<file path="src/rtl/c7bbiu_pkg.sv">
// BIU read scheduler shared types.
// Tracker states and fixed AXI encodings.
package c7bbiu_pkg;

  typedef enum logic [1:0] {
    TRK_IDLE,
    TRK_ADDR,
    TRK_DATA,
    TRK_DROP
  } trk_state_e;

  localparam logic [2:0] AXI_SIZE_4B    = 3'b010;
  localparam logic [1:0] AXI_BURST_INCR = 2'b01;
  localparam logic [1:0] AXI_RESP_OKAY  = 2'b00;

endpackage

</file>
<file path="src/rtl/c7bbiu_rd_sched_if.sv">
// AXI read address/data channel between BIU and fabric.
// master = BIU side, slave = fabric side.
interface c7bbiu_rd_sched_if;

  logic        ext_biu_ar_ready;
  logic        biu_ext_ar_valid;
  logic [3:0]  biu_ext_ar_id;
  logic [31:0] biu_ext_ar_addr;
  logic [7:0]  biu_ext_ar_len;
  logic [2:0]  biu_ext_ar_size;
  logic [1:0]  biu_ext_ar_burst;
  logic        biu_ext_ar_lock;
  logic [3:0]  biu_ext_ar_cache;
  logic [2:0]  biu_ext_ar_prot;
  logic        biu_ext_r_ready;
  logic        ext_biu_r_valid;
  logic [3:0]  ext_biu_r_id;
  logic [31:0] ext_biu_r_data;
  logic        ext_biu_r_last;
  logic [1:0]  ext_biu_r_resp;

  modport master (
    input  ext_biu_ar_ready,
    output biu_ext_ar_valid,
    output biu_ext_ar_id,
    output biu_ext_ar_addr,
    output biu_ext_ar_len,
    output biu_ext_ar_size,
    output biu_ext_ar_burst,
    output biu_ext_ar_lock,
    output biu_ext_ar_cache,
    output biu_ext_ar_prot,
    output biu_ext_r_ready,
    input  ext_biu_r_valid,
    input  ext_biu_r_id,
    input  ext_biu_r_data,
    input  ext_biu_r_last,
    input  ext_biu_r_resp
  );

  modport slave (
    output ext_biu_ar_ready,
    input  biu_ext_ar_valid,
    input  biu_ext_ar_id,
    input  biu_ext_ar_addr,
    input  biu_ext_ar_len,
    input  biu_ext_ar_size,
    input  biu_ext_ar_burst,
    input  biu_ext_ar_lock,
    input  biu_ext_ar_cache,
    input  biu_ext_ar_prot,
    input  biu_ext_r_ready,
    output ext_biu_r_valid,
    output ext_biu_r_id,
    output ext_biu_r_data,
    output ext_biu_r_last,
    output ext_biu_r_resp
  );

endinterface

</file>
<file path="src/rtl/c7bbiu_rd_track.sv">
// One-outstanding read tracker for a single requester.
// Matches RID, steers beats to the owner, drains cancelled reads.
module c7bbiu_rd_track
  import c7bbiu_pkg::*;
#(
  parameter logic [3:0] ID = 4'd0
) (
  input  logic        clk,
  input  logic        resetn,
  input  logic        grant,
  input  logic        ar_hs,
  input  logic        cancel,
  input  logic        r_valid,
  input  logic [3:0]  r_id,
  input  logic [31:0] r_data,
  input  logic        r_last,
  input  logic [1:0]  r_resp,
  output logic        idle,
  output logic        drop,
  output logic        data_valid,
  output logic [31:0] data,
  output logic        data_last,
  output logic        rd_err
);

  trk_state_e state;
  trk_state_e state_nxt;
  logic       hit;
  logic       hit_last;

  assign hit      = r_valid & (r_id == ID);
  assign hit_last = hit & r_last;

  always_ff @(posedge clk or negedge resetn) begin
    if (!resetn) state <= TRK_IDLE;
    else         state <= state_nxt;
  end

  // cancel wins over a same-cycle AR handshake: the read is drained
  always_comb begin
    state_nxt = state;
    unique case (state)
      TRK_IDLE: if (grant) state_nxt = TRK_ADDR;
      TRK_ADDR: begin
        if (cancel)     state_nxt = TRK_DROP;
        else if (ar_hs) state_nxt = TRK_DATA;
      end
      TRK_DATA: begin
        if (hit_last)    state_nxt = TRK_IDLE;
        else if (cancel) state_nxt = TRK_DROP;
      end
      TRK_DROP: if (hit_last) state_nxt = TRK_IDLE;
    endcase
  end

  assign idle       = (state == TRK_IDLE);
  assign drop       = (state == TRK_DROP);
  assign data_valid = hit & (state == TRK_DATA) & ~cancel;
  assign data       = r_data;
  assign data_last  = r_last;
  assign rd_err     = (r_resp != AXI_RESP_OKAY);

endmodule

</file>
<file path="src/rtl/c7bbiu_rd_sched.sv">
// Shares one AXI read channel between IFU fetch and LSU load.
// Round-robin AR grant, registered AR, RID-based R steering.
module c7bbiu_rd_sched
  import c7bbiu_pkg::*;
#(
  parameter logic [3:0] IFU_ARID = 4'd0,
  parameter logic [3:0] LSU_ARID = 4'd1,
  parameter logic [7:0] AR_LEN   = 8'd0
) (
  input  logic        clk,
  input  logic        resetn,
  input  logic        ifu_biu_rd_req,
  input  logic [31:0] ifu_biu_rd_addr,
  input  logic        ifu_biu_cancel,
  output logic        biu_ifu_rd_ack,
  output logic        biu_ifu_data_valid,
  output logic [31:0] biu_ifu_data,
  output logic        biu_ifu_data_last,
  output logic        biu_ifu_rd_err,
  input  logic        lsu_biu_rd_req,
  input  logic [31:0] lsu_biu_rd_addr,
  output logic        biu_lsu_rd_ack,
  output logic        biu_lsu_data_valid,
  output logic [31:0] biu_lsu_data,
  output logic        biu_lsu_data_last,
  output logic        biu_lsu_rd_err,
  c7bbiu_rd_sched_if.master axi
);

  logic        ar_valid;
  logic [3:0]  ar_id;
  logic [31:0] ar_addr;
  logic        r_ready;
  logic        prio_lsu;
  logic        ar_hs;
  logic        ar_free;
  logic        own_lsu;
  logic        ifu_idle, ifu_drop;
  logic        lsu_idle, lsu_drop;
  logic        ifu_elig, lsu_elig;
  logic        gnt_ifu, gnt_lsu;

  assign ar_hs   = ar_valid & axi.ext_biu_ar_ready;
  assign ar_free = ~ar_valid | ar_hs;
  assign own_lsu = (ar_id == LSU_ARID);

  assign ifu_elig = ifu_biu_rd_req & ifu_idle & ~ifu_biu_cancel;
  assign lsu_elig = lsu_biu_rd_req & lsu_idle;

  assign gnt_ifu = ar_free & ifu_elig & (~lsu_elig | ~prio_lsu);
  assign gnt_lsu = ar_free & lsu_elig & ~gnt_ifu;

  // prio_lsu names who wins the next tie; it flips to the loser on every grant
  always_ff @(posedge clk or negedge resetn) begin
    if (!resetn) begin
      ar_valid <= 1'b0;
      ar_id    <= 4'd0;
      ar_addr  <= 32'd0;
      prio_lsu <= 1'b0;
      r_ready  <= 1'b0;
    end else begin
      r_ready <= 1'b1;
      if (gnt_ifu) begin
        ar_valid <= 1'b1;
        ar_id    <= IFU_ARID;
        ar_addr  <= ifu_biu_rd_addr;
        prio_lsu <= 1'b1;
      end else if (gnt_lsu) begin
        ar_valid <= 1'b1;
        ar_id    <= LSU_ARID;
        ar_addr  <= lsu_biu_rd_addr;
        prio_lsu <= 1'b0;
      end else if (ar_hs) begin
        ar_valid <= 1'b0;
      end
    end
  end

  assign biu_ifu_rd_ack = ar_hs & ~own_lsu & ~ifu_biu_cancel & ~ifu_drop;
  assign biu_lsu_rd_ack = ar_hs & own_lsu;

  c7bbiu_rd_track #(.ID(IFU_ARID)) u_ifu_trk (
    .clk        (clk),
    .resetn     (resetn),
    .grant      (gnt_ifu),
    .ar_hs      (ar_hs & ~own_lsu),
    .cancel     (ifu_biu_cancel),
    .r_valid    (axi.ext_biu_r_valid),
    .r_id       (axi.ext_biu_r_id),
    .r_data     (axi.ext_biu_r_data),
    .r_last     (axi.ext_biu_r_last),
    .r_resp     (axi.ext_biu_r_resp),
    .idle       (ifu_idle),
    .drop       (ifu_drop),
    .data_valid (biu_ifu_data_valid),
    .data       (biu_ifu_data),
    .data_last  (biu_ifu_data_last),
    .rd_err     (biu_ifu_rd_err)
  );

  c7bbiu_rd_track #(.ID(LSU_ARID)) u_lsu_trk (
    .clk        (clk),
    .resetn     (resetn),
    .grant      (gnt_lsu),
    .ar_hs      (ar_hs & own_lsu),
    .cancel     (1'b0),
    .r_valid    (axi.ext_biu_r_valid),
    .r_id       (axi.ext_biu_r_id),
    .r_data     (axi.ext_biu_r_data),
    .r_last     (axi.ext_biu_r_last),
    .r_resp     (axi.ext_biu_r_resp),
    .idle       (lsu_idle),
    .drop       (lsu_drop),
    .data_valid (biu_lsu_data_valid),
    .data       (biu_lsu_data),
    .data_last  (biu_lsu_data_last),
    .rd_err     (biu_lsu_rd_err)
  );

  assign axi.biu_ext_ar_valid = ar_valid;
  assign axi.biu_ext_ar_id    = ar_id;
  assign axi.biu_ext_ar_addr  = ar_addr;
  assign axi.biu_ext_ar_len   = AR_LEN;
  assign axi.biu_ext_ar_size  = AXI_SIZE_4B;
  assign axi.biu_ext_ar_burst = AXI_BURST_INCR;
  assign axi.biu_ext_ar_lock  = 1'b0;
  assign axi.biu_ext_ar_cache = 4'd0;
  assign axi.biu_ext_ar_prot  = 3'd0;
  assign axi.biu_ext_r_ready  = r_ready;

  logic unused_ok;
  assign unused_ok = lsu_drop;

endmodule

</file>
<file path="src/flat_wrapper.sv">
// flat-port wrapper written by rule: the top's interface ports become plain ports
module c7bbiu_rd_sched_flat import c7bbiu_pkg::*;
#(
  parameter logic [3:0] IFU_ARID = 4'd0,
  parameter logic [3:0] LSU_ARID = 4'd1,
  parameter logic [7:0] AR_LEN   = 8'd0
)
  (clk, resetn, ifu_biu_rd_req, ifu_biu_rd_addr, ifu_biu_cancel, biu_ifu_rd_ack, biu_ifu_data_valid, biu_ifu_data, biu_ifu_data_last, biu_ifu_rd_err, lsu_biu_rd_req, lsu_biu_rd_addr, biu_lsu_rd_ack, biu_lsu_data_valid, biu_lsu_data, biu_lsu_data_last, biu_lsu_rd_err, axi_ext_biu_ar_ready, axi_biu_ext_ar_valid, axi_biu_ext_ar_id, axi_biu_ext_ar_addr, axi_biu_ext_ar_len, axi_biu_ext_ar_size, axi_biu_ext_ar_burst, axi_biu_ext_ar_lock, axi_biu_ext_ar_cache, axi_biu_ext_ar_prot, axi_biu_ext_r_ready, axi_ext_biu_r_valid, axi_ext_biu_r_id, axi_ext_biu_r_data, axi_ext_biu_r_last, axi_ext_biu_r_resp);
  c7bbiu_rd_sched_if axi_i ();
  input  logic clk;
  input  logic resetn;
  input  logic ifu_biu_rd_req;
  input  logic [31:0] ifu_biu_rd_addr;
  input  logic ifu_biu_cancel;
  output logic biu_ifu_rd_ack;
  output logic biu_ifu_data_valid;
  output logic [31:0] biu_ifu_data;
  output logic biu_ifu_data_last;
  output logic biu_ifu_rd_err;
  input  logic lsu_biu_rd_req;
  input  logic [31:0] lsu_biu_rd_addr;
  output logic biu_lsu_rd_ack;
  output logic biu_lsu_data_valid;
  output logic [31:0] biu_lsu_data;
  output logic biu_lsu_data_last;
  output logic biu_lsu_rd_err;
  input wire logic [$bits(axi_i.ext_biu_ar_ready)-1:0] axi_ext_biu_ar_ready;
  output wire logic [$bits(axi_i.biu_ext_ar_valid)-1:0] axi_biu_ext_ar_valid;
  output wire logic [$bits(axi_i.biu_ext_ar_id)-1:0] axi_biu_ext_ar_id;
  output wire logic [$bits(axi_i.biu_ext_ar_addr)-1:0] axi_biu_ext_ar_addr;
  output wire logic [$bits(axi_i.biu_ext_ar_len)-1:0] axi_biu_ext_ar_len;
  output wire logic [$bits(axi_i.biu_ext_ar_size)-1:0] axi_biu_ext_ar_size;
  output wire logic [$bits(axi_i.biu_ext_ar_burst)-1:0] axi_biu_ext_ar_burst;
  output wire logic [$bits(axi_i.biu_ext_ar_lock)-1:0] axi_biu_ext_ar_lock;
  output wire logic [$bits(axi_i.biu_ext_ar_cache)-1:0] axi_biu_ext_ar_cache;
  output wire logic [$bits(axi_i.biu_ext_ar_prot)-1:0] axi_biu_ext_ar_prot;
  output wire logic [$bits(axi_i.biu_ext_r_ready)-1:0] axi_biu_ext_r_ready;
  input wire logic [$bits(axi_i.ext_biu_r_valid)-1:0] axi_ext_biu_r_valid;
  input wire logic [$bits(axi_i.ext_biu_r_id)-1:0] axi_ext_biu_r_id;
  input wire logic [$bits(axi_i.ext_biu_r_data)-1:0] axi_ext_biu_r_data;
  input wire logic [$bits(axi_i.ext_biu_r_last)-1:0] axi_ext_biu_r_last;
  input wire logic [$bits(axi_i.ext_biu_r_resp)-1:0] axi_ext_biu_r_resp;
  assign axi_i.ext_biu_ar_ready = axi_ext_biu_ar_ready;
  assign axi_biu_ext_ar_valid = axi_i.biu_ext_ar_valid;
  assign axi_biu_ext_ar_id = axi_i.biu_ext_ar_id;
  assign axi_biu_ext_ar_addr = axi_i.biu_ext_ar_addr;
  assign axi_biu_ext_ar_len = axi_i.biu_ext_ar_len;
  assign axi_biu_ext_ar_size = axi_i.biu_ext_ar_size;
  assign axi_biu_ext_ar_burst = axi_i.biu_ext_ar_burst;
  assign axi_biu_ext_ar_lock = axi_i.biu_ext_ar_lock;
  assign axi_biu_ext_ar_cache = axi_i.biu_ext_ar_cache;
  assign axi_biu_ext_ar_prot = axi_i.biu_ext_ar_prot;
  assign axi_biu_ext_r_ready = axi_i.biu_ext_r_ready;
  assign axi_i.ext_biu_r_valid = axi_ext_biu_r_valid;
  assign axi_i.ext_biu_r_id = axi_ext_biu_r_id;
  assign axi_i.ext_biu_r_data = axi_ext_biu_r_data;
  assign axi_i.ext_biu_r_last = axi_ext_biu_r_last;
  assign axi_i.ext_biu_r_resp = axi_ext_biu_r_resp;
  c7bbiu_rd_sched #(.IFU_ARID(IFU_ARID), .LSU_ARID(LSU_ARID), .AR_LEN(AR_LEN)) u_core (.clk(clk), .resetn(resetn), .ifu_biu_rd_req(ifu_biu_rd_req), .ifu_biu_rd_addr(ifu_biu_rd_addr), .ifu_biu_cancel(ifu_biu_cancel), .biu_ifu_rd_ack(biu_ifu_rd_ack), .biu_ifu_data_valid(biu_ifu_data_valid), .biu_ifu_data(biu_ifu_data), .biu_ifu_data_last(biu_ifu_data_last), .biu_ifu_rd_err(biu_ifu_rd_err), .lsu_biu_rd_req(lsu_biu_rd_req), .lsu_biu_rd_addr(lsu_biu_rd_addr), .biu_lsu_rd_ack(biu_lsu_rd_ack), .biu_lsu_data_valid(biu_lsu_data_valid), .biu_lsu_data(biu_lsu_data), .biu_lsu_data_last(biu_lsu_data_last), .biu_lsu_rd_err(biu_lsu_rd_err), .axi(axi_i));
endmodule
</file>
<file path="config.mk">
export PLATFORM = sky130hd
export DESIGN_NAME = c7bbiu_rd_sched_flat
export DESIGN_NICKNAME = d
export VERILOG_FILES = /design/src/rtl/c7bbiu_pkg.sv /design/src/rtl/c7bbiu_rd_sched_if.sv /design/src/rtl/c7bbiu_rd_track.sv /design/src/rtl/c7bbiu_rd_sched.sv /design/src/flat_wrapper.sv
export SDC_FILE = /design/constraint.sdc
export NUM_CORES = 1
export LEC_CHECK = 0
export ABC_AREA = 1
export BUFFER_PORTS_ARGS = -buffer_cell sky130_fd_sc_hd__clkbuf_2
export CAP_MARGIN = 10
export CORE_MARGIN = 2
export CORE_UTILIZATION = 42
export CTS_CLUSTER_DIAMETER = 60
export DETAILED_ROUTE_END_ITERATION = 10
export GPL_TIMING_DRIVEN = 1
export PLACE_DENSITY = 0.82
export SLEW_MARGIN = 30
export SYNTH_ARGS = -nofsm -noshare
export SYNTH_HDL_FRONTEND = slang
export SYNTH_SLANG_ARGS = --single-unit
</file>
<file path="constraint.sdc">
create_clock -name clk -period 1.7 [get_ports clk]
set_clock_uncertainty 0.1 [all_clocks]
set_input_delay 0.17 -clock clk [delete_from_list [all_inputs] [get_ports clk]]
set_output_delay 0.17 -clock clk [all_outputs]
set_load 0.05 [all_outputs]
</file>
==> impl_results.md <==
* Status: finished, final reports clean
* CP arrival at 1.36 ns
* Max clock buf depth at 2
* Worst R2R End: u_core.axi.biu_ext_ar_addr[28]
* Num ports at 241
* Flop2flop setup slack at 0.11 ns
* Worst r2r src: u_core.u_ifu_trk.state[1]
* Tcrit/Tclk final at 95.7%
* Post-DP HPWL at 5.40 mm
* Synth Warn # at 0
* Final Util at 44.3%
* Clock tree root driver cell: clkbuf_8
* Clk_lat worst skew at 0.28 ns
* Fin Setup TNS at 0 ns
* RePlAce Congestion at 0.763
* Gr usage total at 16.2%
* Final nets at 507
* Power share of the clock group at 9.4%
* Slew at the pin with the worst max-slew slack at 0.543 ns
* DP Worst Slack at 0.0365 ns
* Setup ws final at 0.0738 ns
* Combinational share of power at 62.8%
* Synth area leaders: dfrtp_1 30%, nand3_2 22%, buf_4 21%, nand3_1 9.6%, buf_12 4.2%
* Final Hold Fails at 0
* # DRC at 0
* R2R cell count at 7
* Total iterations of the first detailed-routing run at 5
* Clk pin slew, worst setup/hold paths at 0.08 ns
* Static Leak at 0.00181 uW
* CP endpoint kind: output pin
* Post-layout min period at 1.63 ns
* Distinct cells, synth at 26
* Routed WL per cell at 14.3 um
* Normalized max-slew margin at 63.8%
* CP Data Required Time at 1.43 ns
* Gr ovfl total at 0
* Share of post-route cells with drive strength above 1 at 56.9%
* Placed cell areas at 0.00330 sq mm
* Synthesized flop and latch total at 40
* Area grow syn2layout at 2.62%
* CTS tree: done
* Peak VDD IR at 465 uV
* H-tree level count at 2
* Setup crit start kind: register
* Final setup vio count at 0
* Initial antenna violation count at 0
* Via count at 2416
* Flop pwr share at 27.9%
* Most common cell after layout, fill and taps aside: clkbuf_2
* Total wire length at 7.14 mm
* Pin count of the biggest net entering global routing at 41
* Internal at 2830 uW
* Rows at 32
* Switching power total at 3660 uW
* Area leader, netlist: dfrtp_1
* Crit-path max FO at 5
* N_diodes at 0
* Filler Cells Inserted at 760
* Starting Density at 43.2%
* Mean Syn Cell Area at 9.59 sq um
* Die W at 93.1 um
* Vias per cell at 4.84
* CTS buffer count at 5
* Vias in the first global route at 2337
* Global-route wire length before repair at 11.1 mm
* Seq. cell area at 0.00100 sq mm
* Hold Crit Class: in -> reg
* Die H at 93.1 um
* 1st-iter DRT viols at 129
* Crit path kind: reg -> out
* Worst Hold End: u_core.axi.biu_ext_ar_addr[18]
* Die area at 0.00867 sq mm
* Design area at 0.00342 sq mm
* Gate Count Post-Synth at 348
* Post-CTS Setup Bufs at 0
* Switching part of the total at 56.4%
* Max Slew Vio Count at 0
* Mapped cell area at 0.00334 sq mm
* Register area share after synthesis at 30.0%
* Multi-input gate area at 0.00144 sq mm
* Fmax at 615 MHz
* Total core area at 0.00773 sq mm
* Synth top area share at 30.0%
* Routed Antenna Nets at 0
* Hold depth at 3
* Num Clock Sinks at 40
* Hold Crit Start: lsu_biu_rd_addr[18]
* Max cap viols at 0
* RSZ-0062 raised after global routing: false
* Commonest cells after routing, fill and taps aside: 118 x clkbuf_2, 73 x nand3_2, 64 x nand3_1
* Port Buffer Count at 120
* Power per cell area at 1890 mW/mm^2
-- critical path, stage by stage (launching register included) --
cell and delay, ns:
dfrtp_1 0.39, buf_4 0.16, nand2_1 0.06, inv_1 0.07, nor3_4 0.15, clkbuf_4 0.24
-- metal layers --
layer  share of wire [%]  track usage (%)  vias to the layer above
met4                 1.9             5.27                        0
met3                 8.4             4.75                       27
li1                    -                -                     1150
met1                  37             17.8                     1125
met2                  53             29.8                      114
met5                   0                0                        -
-- timing repair --
| action | CTS | global route |
|---|---|---|
| setup endpoints to repair | 0 | 36 |
| hold endpoints to repair | 41 | 0 |
| hold buffers | 2 | 0 |
| resized for setup | 0 | 10 |
-- stage by stage --
step / total power, uW / hold WS, ns / cells
final: 6490 / 0.0210 / 499
after global routing: 6920 / 0.0165 / 499
after CTS: 6560 / 0.000723 / 499
after detailed placement: 5920 / 0.185 / 490
after global placement: 5810 / 0.168 / 490
after floorplan: 5650 / -0.226 / 371
-- worst max-delay path by stage --
stage                                 from                            end
4_1_cts          u_core.u_ifu_trk.state[0]                 biu_ifu_rd_ack
3_3_place_gp     u_core.u_lsu_trk.state[0]  u_core.axi.biu_ext_ar_addr[1]
2_1_floorplan  u_core.axi.biu_ext_ar_valid      u_core.u_lsu_trk.state[0]
6_report         u_core.u_ifu_trk.state[0]                 biu_ifu_rd_ack
3_5_place_dp     u_core.u_lsu_trk.state[0]    u_core.axi.biu_ext_ar_id[0]
5_1_grt          u_core.u_ifu_trk.state[0]                 biu_ifu_rd_ack
-- power by group through the flow --
stage	registers, uW	logic [uW]	clock network, uW
2_1_floorplan	3160	2490	0
3_3_place_gp	1800	4010	0
3_5_place_dp	1830	4090	0
4_1_cts	1810	4100	652
5_1_grt	1870	4380	674
6_report	1810	4070	607
-- Yosys cell counts --
cell type   n
conb_1      2
dfrtp_1    40
nand3_2    73
nand3_1    64
clkbuf_8    4
buf_6       5
inv_1      10
buf_4      92
and3_1      1
o21ai_1     1
inv_6       1
buf_2       4
nor3_1      3
nand4_1     1
nor4_1      1
nand3_4     2
nand2_1    21
or2_2       1
buf_12      7
a21oi_2     1
o21ai_0     4
nand2_4     2
bufinv_8    1
nor2_1      3
inv_2       2
nor2_4      2
-- final cells by class --
cell class / instances / share of cell area, %
clock buffers: 6 / 2.12
clock inverters: 1 / 0.146
inverters: 14 / 2.08
multi-input cells: 205 / 42.1
flip-flops and latches: 40 / 29.3
well taps: 102 / 3.73
repair buffers: 131 / 20.6
-- cell families (layout without fill, tap and decap cells) --
group / after synthesis / count (layout) / share of synthesized area (%)
buffers and inverters: 126 / 152 / 31.0
AO/OA/AOI/OAI: 6 / 6 / 1.01
flip-flops: 40 / 40 / 30.0
AND/OR/NAND/NOR: 174 / 174 / 37.8
other: 2 / 25 / 0.225
-- state kept, by name (all words and copies together) (netlist names) --
signal / count
u_core.axi.biu_ext_ar_addr: 32
u_core.axi.biu_ext_ar_valid: 1
u_core.axi.biu_ext_ar_id: 1
u_core.prio_lsu: 1
u_core.u_ifu_trk.state: 2
u_core.u_lsu_trk.state: 2
u_core.axi.biu_ext_r_ready: 1
(Power assumes the default switching activity.)
